$ cat src/rtl/rv32_pkg.sv
// Shared RV32 definitions: reset defaults, fetch FSM encoding and base opcodes
// used by the fetch stage, decoder and immediate extender.
package rv32_pkg;

    localparam int unsigned XLEN = 32;

    localparam logic [XLEN-1:0] RESET_PC_DEFAULT  = 32'h0000_0000;
    localparam logic [XLEN-1:0] NOP_INSTR_DEFAULT = 32'h0000_0013;

    typedef enum logic [1:0] {
        S_IDLE = 2'd0,
        S_WAIT = 2'd1,
        S_HOLD = 2'd2
    } fetch_state_e;

    localparam logic [6:0] OPC_LUI    = 7'b0110111;
    localparam logic [6:0] OPC_AUIPC  = 7'b0010111;
    localparam logic [6:0] OPC_JAL    = 7'b1101111;
    localparam logic [6:0] OPC_JALR   = 7'b1100111;
    localparam logic [6:0] OPC_BRANCH = 7'b1100011;
    localparam logic [6:0] OPC_LOAD   = 7'b0000011;
    localparam logic [6:0] OPC_STORE  = 7'b0100011;
    localparam logic [6:0] OPC_OP_IMM = 7'b0010011;
    localparam logic [6:0] OPC_OP     = 7'b0110011;
    localparam logic [6:0] OPC_SYSTEM = 7'b1110011;

    function automatic logic [XLEN-1:0] align_word(input logic [XLEN-1:0] addr);
        return {addr[XLEN-1:2], 2'b00};
    endfunction

endpackage

$ cat src/rtl/if_id_reg.sv
// IF/ID pipeline register with a one-entry hold buffer that parks a fetched
// word while decode is stalled.
module if_id_reg
    import rv32_pkg::*;
#(
    parameter logic [XLEN-1:0] NOP_INSTR = NOP_INSTR_DEFAULT
) (
    input  logic            clk_i,
    input  logic            rst_i,
    input  logic            flush_i,
    input  logic            load_i,
    input  logic            capture_i,
    input  logic            release_i,
    input  logic            advance_i,
    input  logic [XLEN-1:0] instr_i,
    input  logic [XLEN-1:0] pc_i,
    output logic            valid_o,
    output logic [XLEN-1:0] instr_o,
    output logic [XLEN-1:0] pc_o,
    output logic [XLEN-1:0] pc_plus4_o
);

    logic            valid_q, valid_d;
    logic [XLEN-1:0] instr_q, instr_d;
    logic [XLEN-1:0] pc_q, pc_d;
    logic [XLEN-1:0] pc_plus4_q, pc_plus4_d;
    logic            buf_valid_q, buf_valid_d;
    logic [XLEN-1:0] buf_instr_q, buf_instr_d;
    logic [XLEN-1:0] buf_pc_q, buf_pc_d;

    always_comb begin
        valid_d     = valid_q;
        instr_d     = instr_q;
        pc_d        = pc_q;
        pc_plus4_d  = pc_plus4_q;
        buf_valid_d = buf_valid_q;
        buf_instr_d = buf_instr_q;
        buf_pc_d    = buf_pc_q;
        if (flush_i) begin
            valid_d     = 1'b0;
            instr_d     = NOP_INSTR;
            buf_valid_d = 1'b0;
        end else begin
            if (load_i) begin
                valid_d    = 1'b1;
                instr_d    = instr_i;
                pc_d       = pc_i;
                pc_plus4_d = pc_i + XLEN'(4);
            end else if (release_i && buf_valid_q) begin
                valid_d     = 1'b1;
                instr_d     = buf_instr_q;
                pc_d        = buf_pc_q;
                pc_plus4_d  = buf_pc_q + XLEN'(4);
                buf_valid_d = 1'b0;
            end else if (advance_i) begin
                // Decode took the word and nothing replaces it: present a bubble.
                valid_d = 1'b0;
                instr_d = NOP_INSTR;
            end
            if (capture_i) begin
                buf_valid_d = 1'b1;
                buf_instr_d = instr_i;
                buf_pc_d    = pc_i;
            end
        end
    end

    always_ff @(posedge clk_i) begin
        if (rst_i) begin
            valid_q     <= 1'b0;
            instr_q     <= NOP_INSTR;
            pc_q        <= '0;
            pc_plus4_q  <= XLEN'(4);
            buf_valid_q <= 1'b0;
            buf_instr_q <= NOP_INSTR;
            buf_pc_q    <= '0;
        end else begin
            valid_q     <= valid_d;
            instr_q     <= instr_d;
            pc_q        <= pc_d;
            pc_plus4_q  <= pc_plus4_d;
            buf_valid_q <= buf_valid_d;
            buf_instr_q <= buf_instr_d;
            buf_pc_q    <= buf_pc_d;
        end
    end

    assign valid_o    = valid_q;
    assign instr_o    = instr_q;
    assign pc_o       = pc_q;
    assign pc_plus4_o = pc_plus4_q;

endmodule

$ cat src/rtl/instr_fetch_stage.sv
// Instruction fetch stage: owns the PC, runs the single-outstanding imem
// req/ack handshake and applies execute redirects to the IF/ID register.
module instr_fetch_stage
    import rv32_pkg::*;
#(
    parameter logic [XLEN-1:0] RESET_PC  = RESET_PC_DEFAULT,
    parameter logic [XLEN-1:0] NOP_INSTR = NOP_INSTR_DEFAULT
) (
    input  logic            clk_i,
    input  logic            rst_i,
    output logic            imem_req_o,
    output logic [XLEN-1:0] imem_addr_o,
    input  logic            imem_ack_i,
    input  logic [XLEN-1:0] imem_rdata_i,
    input  logic            id_stall_i,
    input  logic            redirect_valid_i,
    input  logic [XLEN-1:0] redirect_pc_i,
    output logic            ifid_valid_o,
    output logic [XLEN-1:0] ifid_instr_o,
    output logic [XLEN-1:0] ifid_pc_o,
    output logic [XLEN-1:0] ifid_pc_plus4_o,
    output logic            fetch_misalign_o
);

    fetch_state_e    state_q, state_d;
    logic [XLEN-1:0] pc_q, pc_d;
    logic            req_q, req_d;
    logic [XLEN-1:0] addr_q, addr_d;
    logic            kill_q, kill_d;
    logic            misalign_q, misalign_d;

    logic            ifid_load, ifid_capture, ifid_release, ifid_flush;
    logic            ifid_valid;
    logic            ifid_free;
    logic [XLEN-1:0] pc_plus4;
    logic [XLEN-1:0] redirect_target;

    assign pc_plus4        = pc_q + XLEN'(4);
    assign redirect_target = align_word(redirect_pc_i);
    assign ifid_free       = !ifid_valid || !id_stall_i;

    always_comb begin
        state_d      = state_q;
        pc_d         = pc_q;
        req_d        = req_q;
        addr_d       = addr_q;
        kill_d       = kill_q;
        misalign_d   = 1'b0;
        ifid_load    = 1'b0;
        ifid_capture = 1'b0;
        ifid_release = 1'b0;
        ifid_flush   = 1'b0;
        if (redirect_valid_i) begin
            ifid_flush = 1'b1;
            pc_d       = redirect_target;
            misalign_d = |redirect_pc_i[1:0];
            if (req_q && !imem_ack_i) begin
                // Cannot retract the live request; mark its response for discard.
                kill_d = 1'b1;
            end else begin
                kill_d  = 1'b0;
                req_d   = 1'b1;
                addr_d  = redirect_target;
                state_d = S_WAIT;
            end
        end else begin
            unique case (state_q)
                S_IDLE: begin
                    if (ifid_free) begin
                        req_d   = 1'b1;
                        addr_d  = pc_q;
                        state_d = S_WAIT;
                    end
                end
                S_WAIT: begin
                    if (imem_ack_i) begin
                        if (kill_q) begin
                            kill_d = 1'b0;
                            addr_d = pc_q;
                        end else if (ifid_free) begin
                            ifid_load = 1'b1;
                            pc_d      = pc_plus4;
                            if (!id_stall_i) begin
                                addr_d = pc_plus4;
                            end else begin
                                req_d   = 1'b0;
                                state_d = S_IDLE;
                            end
                        end else begin
                            ifid_capture = 1'b1;
                            req_d        = 1'b0;
                            state_d      = S_HOLD;
                        end
                    end
                end
                S_HOLD: begin
                    if (!id_stall_i) begin
                        ifid_release = 1'b1;
                        pc_d         = pc_plus4;
                        state_d      = S_IDLE;
                    end
                end
                default: state_d = S_IDLE;
            endcase
        end
    end

    always_ff @(posedge clk_i) begin
        if (rst_i) begin
            state_q    <= S_IDLE;
            pc_q       <= RESET_PC;
            req_q      <= 1'b0;
            addr_q     <= '0;
            kill_q     <= 1'b0;
            misalign_q <= 1'b0;
        end else begin
            state_q    <= state_d;
            pc_q       <= pc_d;
            req_q      <= req_d;
            addr_q     <= addr_d;
            kill_q     <= kill_d;
            misalign_q <= misalign_d;
        end
    end

    if_id_reg #(
        .NOP_INSTR (NOP_INSTR)
    ) u_if_id_reg (
        .clk_i      (clk_i),
        .rst_i      (rst_i),
        .flush_i    (ifid_flush),
        .load_i     (ifid_load),
        .capture_i  (ifid_capture),
        .release_i  (ifid_release),
        .advance_i  (!id_stall_i),
        .instr_i    (imem_rdata_i),
        .pc_i       (pc_q),
        .valid_o    (ifid_valid),
        .instr_o    (ifid_instr_o),
        .pc_o       (ifid_pc_o),
        .pc_plus4_o (ifid_pc_plus4_o)
    );

    assign imem_req_o       = req_q;
    assign imem_addr_o      = addr_q;
    assign ifid_valid_o     = ifid_valid;
    assign fetch_misalign_o = misalign_q;

endmodule

$ cat config.mk
export PLATFORM = sky130hd
export DESIGN_NAME = instr_fetch_stage
export DESIGN_NICKNAME = d
export VERILOG_FILES = /design/src/rtl/rv32_pkg.sv /design/src/rtl/if_id_reg.sv /design/src/rtl/instr_fetch_stage.sv
export SDC_FILE = /design/constraint.sdc
export NUM_CORES = 1
export LEC_CHECK = 0
export ABC_CLOCK_PERIOD_IN_PS = 2800
export CAP_MARGIN = 20
export CORE_MARGIN = 8
export CORE_UTILIZATION = 53
export CTS_CLUSTER_DIAMETER = 80
export DETAILED_ROUTE_END_ITERATION = 10
export HOLD_SLACK_MARGIN = 0.15
export PLACE_DENSITY = 0.8
export SLEW_MARGIN = 20
export SYNTH_ARGS = -nofsm -noshare
export SYNTH_HDL_FRONTEND = slang
export SYNTH_SLANG_ARGS = --single-unit
export TNS_END_PERCENT = 30
$ cat constraint.sdc
create_clock -name clk_i -period 2.8 [get_ports clk_i]
set_input_delay 0.28 -clock clk_i [delete_from_list [all_inputs] [get_ports clk_i]]
set_output_delay 0.28 -clock clk_i [all_outputs]
set_load 0.05 [all_outputs]
# After elaboration in Yosys (flattened, before gate mapping)

Index checks and enable logic that the tools add are counted.

Register bits after elaboration: 231
Logic and storage cells: 123
Output and inout bits: 131
Input bits: 69

Reductions and logical operators: 27
Multiplexer cells: 61
Add/sub/neg operators: 2
Equal/unequal tests: 17
Bitwise logic cells: 2

Operators with widths:

| cell                                                  | count |
|---|---|
| two-way mux 32 bit                                    | 18 |
| one-hot mux 32 bit (2 select lines)                   | 2 |
| adder 32 x 3 -> 32 bit, second input constant         | 2 |
| two-way mux 1 bit                                     | 31 |
| AND reduction 6 bit                                   | 3 |
| two-way mux 2 bit                                     | 8 |
| inequality test 3 bit, second input constant          | 5 |
| inequality test 4 bit, second input constant          | 3 |
| inequality test 2 bit, second input constant          | 5 |
| AND reduction 5 bit                                   | 2 |
| nonzero test 2 bit                                    | 5 |
| AND reduction 2 bit                                   | 4 |
| OR reduction 2 bit                                    | 4 |
| one-hot mux 2 bit (3 select lines)                    | 1 |
| nonzero test 3 bit                                    | 2 |
| zero test 1 bit                                       | 3 |
| inequality test 3 x 1 -> 1 bit, second input constant | 1 |
| equality test 2 x 1 -> 1 bit, second input constant   | 1 |
| equality test 2 bit, second input constant            | 1 |
| logical AND 1 bit                                     | 2 |
| zero test 2 bit                                       | 1 |
| inequality test 2 x 1 -> 1 bit, second input constant | 1 |
| NOT 1 bit                                             | 2 |
| one-hot mux 1 bit (2 select lines)                    | 1 |
| logical OR 1 bit                                      | 1 |

# Depth between registers and ports, before layout

Word-level depth: 9
Mapped depth: 8
Depth with buffers taken out: 6

# Hierarchy

From an unflattened synthesis, not the netlist that was laid out.

Cells, all modules: 1,306
Area total of the unflattened synthesis: 10,919.2 um^2

By module, submodules not included:

| module            | cells an instance | area an instance (um^2) | instances |
|---|---|---|---|
| if_id_reg         | 818               | 6,940.4                 | 1 |
| instr_fetch_stage | 488               | 3,978.8                 | 1 |

# Worst setup path after synthesis

No wires, ideal clock.

Path type: register -> register
Start: reg pc_q[3]
End: reg u_if_id_reg.pc_plus4_q[28] (netlist: u_if_id_reg.pc_plus4_o[28])
Data arrival time: 1.921 ns
Clock period less this slack: 2.045 ns
Stages on the path, launching flop included: 7
Setup slack: 0.755 ns
Setup time: 0.125 ns
Data required time: 2.675 ns
Buffers on the path: 0
Path through: dfxtp_1 > ha_1 > nand3_1 > or4_4 > nor4_1 > mux2i_1 > a211oi_2

Longest elaborated chain between the ends: 2

Ends and longest elaborated chain:

| what                     | RTL line                 | text |
|---|---|---|
| start: declaration       | instr_fetch_stage.sv:26  | `logic [XLEN-1:0] pc_q, pc_d;` |
| start signal: assignment | instr_fetch_stage.sv:118 | `pc_q <= pc_d;` |
| adder 32 x 3 -> 32 bit   | if_id_reg.sv:48          | `pc_plus4_d = pc_i + XLEN'(4);` |
| two-way mux 32 bit       | if_id_reg.sv:44          | `if (load_i) begin` |
| end signal: assignment   | if_id_reg.sv:81          | `pc_plus4_q <= pc_plus4_d;` |
| end: declaration         | if_id_reg.sv:26          | `logic [XLEN-1:0] pc_plus4_q, pc_plus4_d;` |

Every way passes these cells.
A chain may end at the register's enable or synchronous reset.

# Worst setup path in the final report

Start: reg pc_q[17]
End: reg pc_q[29]

Longest elaborated chain between the ends: 6
Elaborated cells on any way between the ends: 7
Classes of those cells: 1 x add/sub; 6 x mux

Ends and longest elaborated chain:

| what                                  | RTL line                | text |
|---|---|---|
| adder 32 x 3 -> 32 bit *              | instr_fetch_stage.sv:38 | `assign pc_plus4 = pc_q + XLEN'(4);` |
| two-way mux 32 bit                    | instr_fetch_stage.sv:80 | `end else if (ifid_free) begin` |
| two-way mux 32 bit                    | instr_fetch_stage.sv:77 | `if (kill_q) begin` |
| two-way mux 32 bit                    | instr_fetch_stage.sv:76 | `if (imem_ack_i) begin` |
| one-hot mux 32 bit (2 select lines) * | instr_fetch_stage.sv:67 | `unique case (state_q)` |
| two-way mux 32 bit *                  | instr_fetch_stage.sv:53 | `if (redirect_valid_i) begin` |

Mark *: on every way between the ends. The rest lies on a longest branch, timed or not. The select of a mux whose other input is x is not followed.

==> out/metrics.yaml <==
area_delta_synth_final_pct: 26.9
cap_violations: 0
netlist_instances: 1419
final_cells: 1851
ys_ff_latch: 221
drt_iter0_markers: 1297
ys.flop_type: "dfxtp_1"
ys_top_cells_by_area: "dfxtp_1, nand2_1, a21oi_1"
synth_common_cells: "nand2_1, dfxtp_1, nor2_1"
grt_pass1_vias: 10740
final_layout_size_suffix_gt1_share_pct: 9.45
slew_viol_final: 0
layout_worst_path_cycle_share_pct: 91.1
status: "finished, final reports clean"
tritoncts: "done"
cp-start-kind: "flip-flop"
power_switching_mw: 2.30
r2r_cells: 5
worstHoldStart: "rst_i"
min-delay-path-class: "in -> reg"
placed_cells: 1807
finalSetupViolations: 0
port_buffers: 193
firstDrtPassIters: 7
grtUsageTotal_pct: 26.7
clkPwrFrac_pct: 39.8
hold_ws_ns: 0.186
worstPathRequired_ns: 3.16
ioPinCount: 200
via_per_inst: 6.17
min_period_ns: 2.55
seqPwrFrac_pct: 42.9
die-area_sq_um: 26100
fp-row-count: 53
fmax_mhz: 392
gp_congestion: 0.901
path_max_fanout: 9
routedWlPerCell_um: 19.7
grt_pass1_wl_mm: 58.0
yosysWarnings: 0
final.fill_count: 1683
ys_seq_area_share_pct: 39.5
yosysTopAreaCell: "dfxtp_1"
grt_max_degree: 82
die_y_um: 161
num-nets-final: 1629
rrSetupSlack_ns: 0.25
synth_async_sr_flop_share_pct: 0
clock_skew_ns: 0.00843
setup_slack_ns: 0.249
rsz0062_at_grt: "false"
synth_edf_count: 0
p_leak_nw: 4.81
cts-buffers-inserted: 24
vias: 11421
cts_resized: 0
p_sw_share_pct: 29.1
power.density_nw_per_um2: 556
slowest_stage: "dfxtp_1"
netlist.area_leader.share_pct: 39.5
synth_cell_types: 76
r2r-end: "pc_q[29]"
arrival_ns: 2.91
diodes: 0
antenna_left: 0
place_ws_ns: 0.333
hold_depth: 2
cp-end-kind: "flip-flop"
antenna_found_initial: 0
cts_buffer_depth: 3
initial_core_util_pct: 53.7
core_area_sq_um: 20900
hpwl_mm: 25.2
hold_buffers: 0
cpPeakStageDelay_ns: 0.54
crit_chain: "nand4_1 -> or2_0 -> nor4_2 -> nor3_1 -> a2111oi_0"
syn_area_per_cell_sq_um: 7.90
min_to: "u_if_id_reg.buf_pc_q[3]"
die-width_um: 161
synth_most_common_cell: "nand2_1"
clk_latency_ns: 0.52
r2r-start: "pc_q[17]"
postCtsSetupRepairBufs: 0
tns_ns: 0
worstSetupPathType: "reg -> reg"
peakVddDrop_uv: 523
grt_overflow_total: 0
hold_viol: 0
pwr-share-comb_pct: 17.3
worst_slew_pin_slew_ns: 0.768
cts.sink_count: 221
relSlewSlack_pct: 48.8
syn_area_sq_um: 11200
cts_root_buffer: "clkbuf_16"
power.internal_mw: 5.61
htree_levels: 1
wirelength_mm: 36.5
clkTransAtPathRegs_ns: 0.06
drc_errors: 0
[sequential cells by signal (all words and copies together), names as in the netlist]
name,flops
fetch_misalign_o,1
imem_addr_o,30
imem_req_o,1
kill_q,1
pc_q,30
state_q,2
u_if_id_reg.buf_instr_q,32
u_if_id_reg.buf_pc_q,30
u_if_id_reg.buf_valid_q,1
u_if_id_reg.instr_o,32
u_if_id_reg.pc_o,30
u_if_id_reg.pc_plus4_o,30
u_if_id_reg.valid_o,1
[cells in the final DEF, fill, tap and decap left out, drive strengths merged, types with 12 or more instances in the layout]
master,count
nor4,31
nor2,123
clkdlybuf4s50,191
a21oi,103
clkbuf,38
o21ai,28
nand4,23
a311oi,37
and4,12
inv,12
xnor2,57
a221oi,42
buf,66
dfxtp,221
nand2,271
a211oi,18
xor2,15
nand3,51
nor3,63
nand2b,17
[kinds of logic (layout without fill, tap and decap cells)]
family / after synthesis / in the layout / share of synthesized area [%]
AO/OA/AOI/OAI: 306 / 306 / 19.4
AND/OR/NAND/NOR: 637 / 637 / 27.2
flip-flops: 221 / 221 / 39.5
buffers and inverters: 163 / 315 / 6.47
XOR/XNOR: 72 / 72 / 5.62
other: 1 / 6 / 0.0334
adder cells (fa/ha/maj): 2 / 2 / 0.223
multiplexers: 17 / 17 / 1.58
[layout make-up]
cell class | instances | area (sq um) | area share (%)
tap | 275 | 344 | 2.42
sequential | 221 | 4420 | 31.1
multi-input combinational | 1040 | 6120 | 43.0
inverter | 14 | 52.6 | 0.369
clock inverter | 6 | 32.5 | 0.229
clock buffer | 38 | 754 | 5.30
timing repair buffer | 257 | 2500 | 17.6
[power by group through the flow]
| stage | sequential [mW] | combinational, mW | clock [mW] |
|---|---|---|---|
| after detailed placement | 3.45 | 1.35 | 0 |
| after global routing | 3.40 | 1.44 | 3.29 |
| after global placement | 3.45 | 1.33 | 0 |
| after CTS | 3.39 | 1.36 | 3.16 |
| after floorplan | 3.75 | 0.545 | 0 |
| final | 3.39 | 1.37 | 3.15 |
[metrics by stage]
| stage | cell area [sq um] | total power [mW] | util (%) |
|---|---|---|---|
| after floorplan | 11200 | 4.29 | - |
| after global placement | 13400 | 4.78 | 64.4 |
| after detailed placement | 13400 | 4.80 | 64.4 |
| after CTS | 14200 | 7.91 | 68.1 |
| after global routing | 14200 | 8.14 | 68.1 |
| final | 14200 | 7.91 | 68.1 |
[routing by layer]
layer / GRT usage [%] / vias to the layer above / wire (um)
met1: 38.0 / 5367 / 15800
li1: - / 5326 / -
met2: 39.7 / 648 / 16000
met4: 9.05 / 0 / 945
met3: 5.09 / 80 / 3790
met5: 0 / - / 0
[worst max-delay path, delay by kind of cell (launching register included)]
kind	cells	cell delay, ns
compound gates	1	0.51
flops	1	0.54
simple gates	4	1.34
[worst max-delay path by stage]
stage / startpoint / endpoint / slack, ns / cells after the start
floorplan: pc_q[3] / u_if_id_reg.pc_plus4_o[28] / 0.75 / 6
global placement: id_stall_i / u_if_id_reg.pc_plus4_o[23] / 0.43 / 6
CTS: pc_q[17] / pc_q[29] / 0.28 / 5
finish: pc_q[17] / pc_q[29] / 0.25 / 5
global route: pc_q[17] / pc_q[29] / 0.05 / 5
detailed placement: id_stall_i / u_if_id_reg.pc_plus4_o[11] / 0.33 / 6
Note: power is estimated with default switching activity, not from simulation.
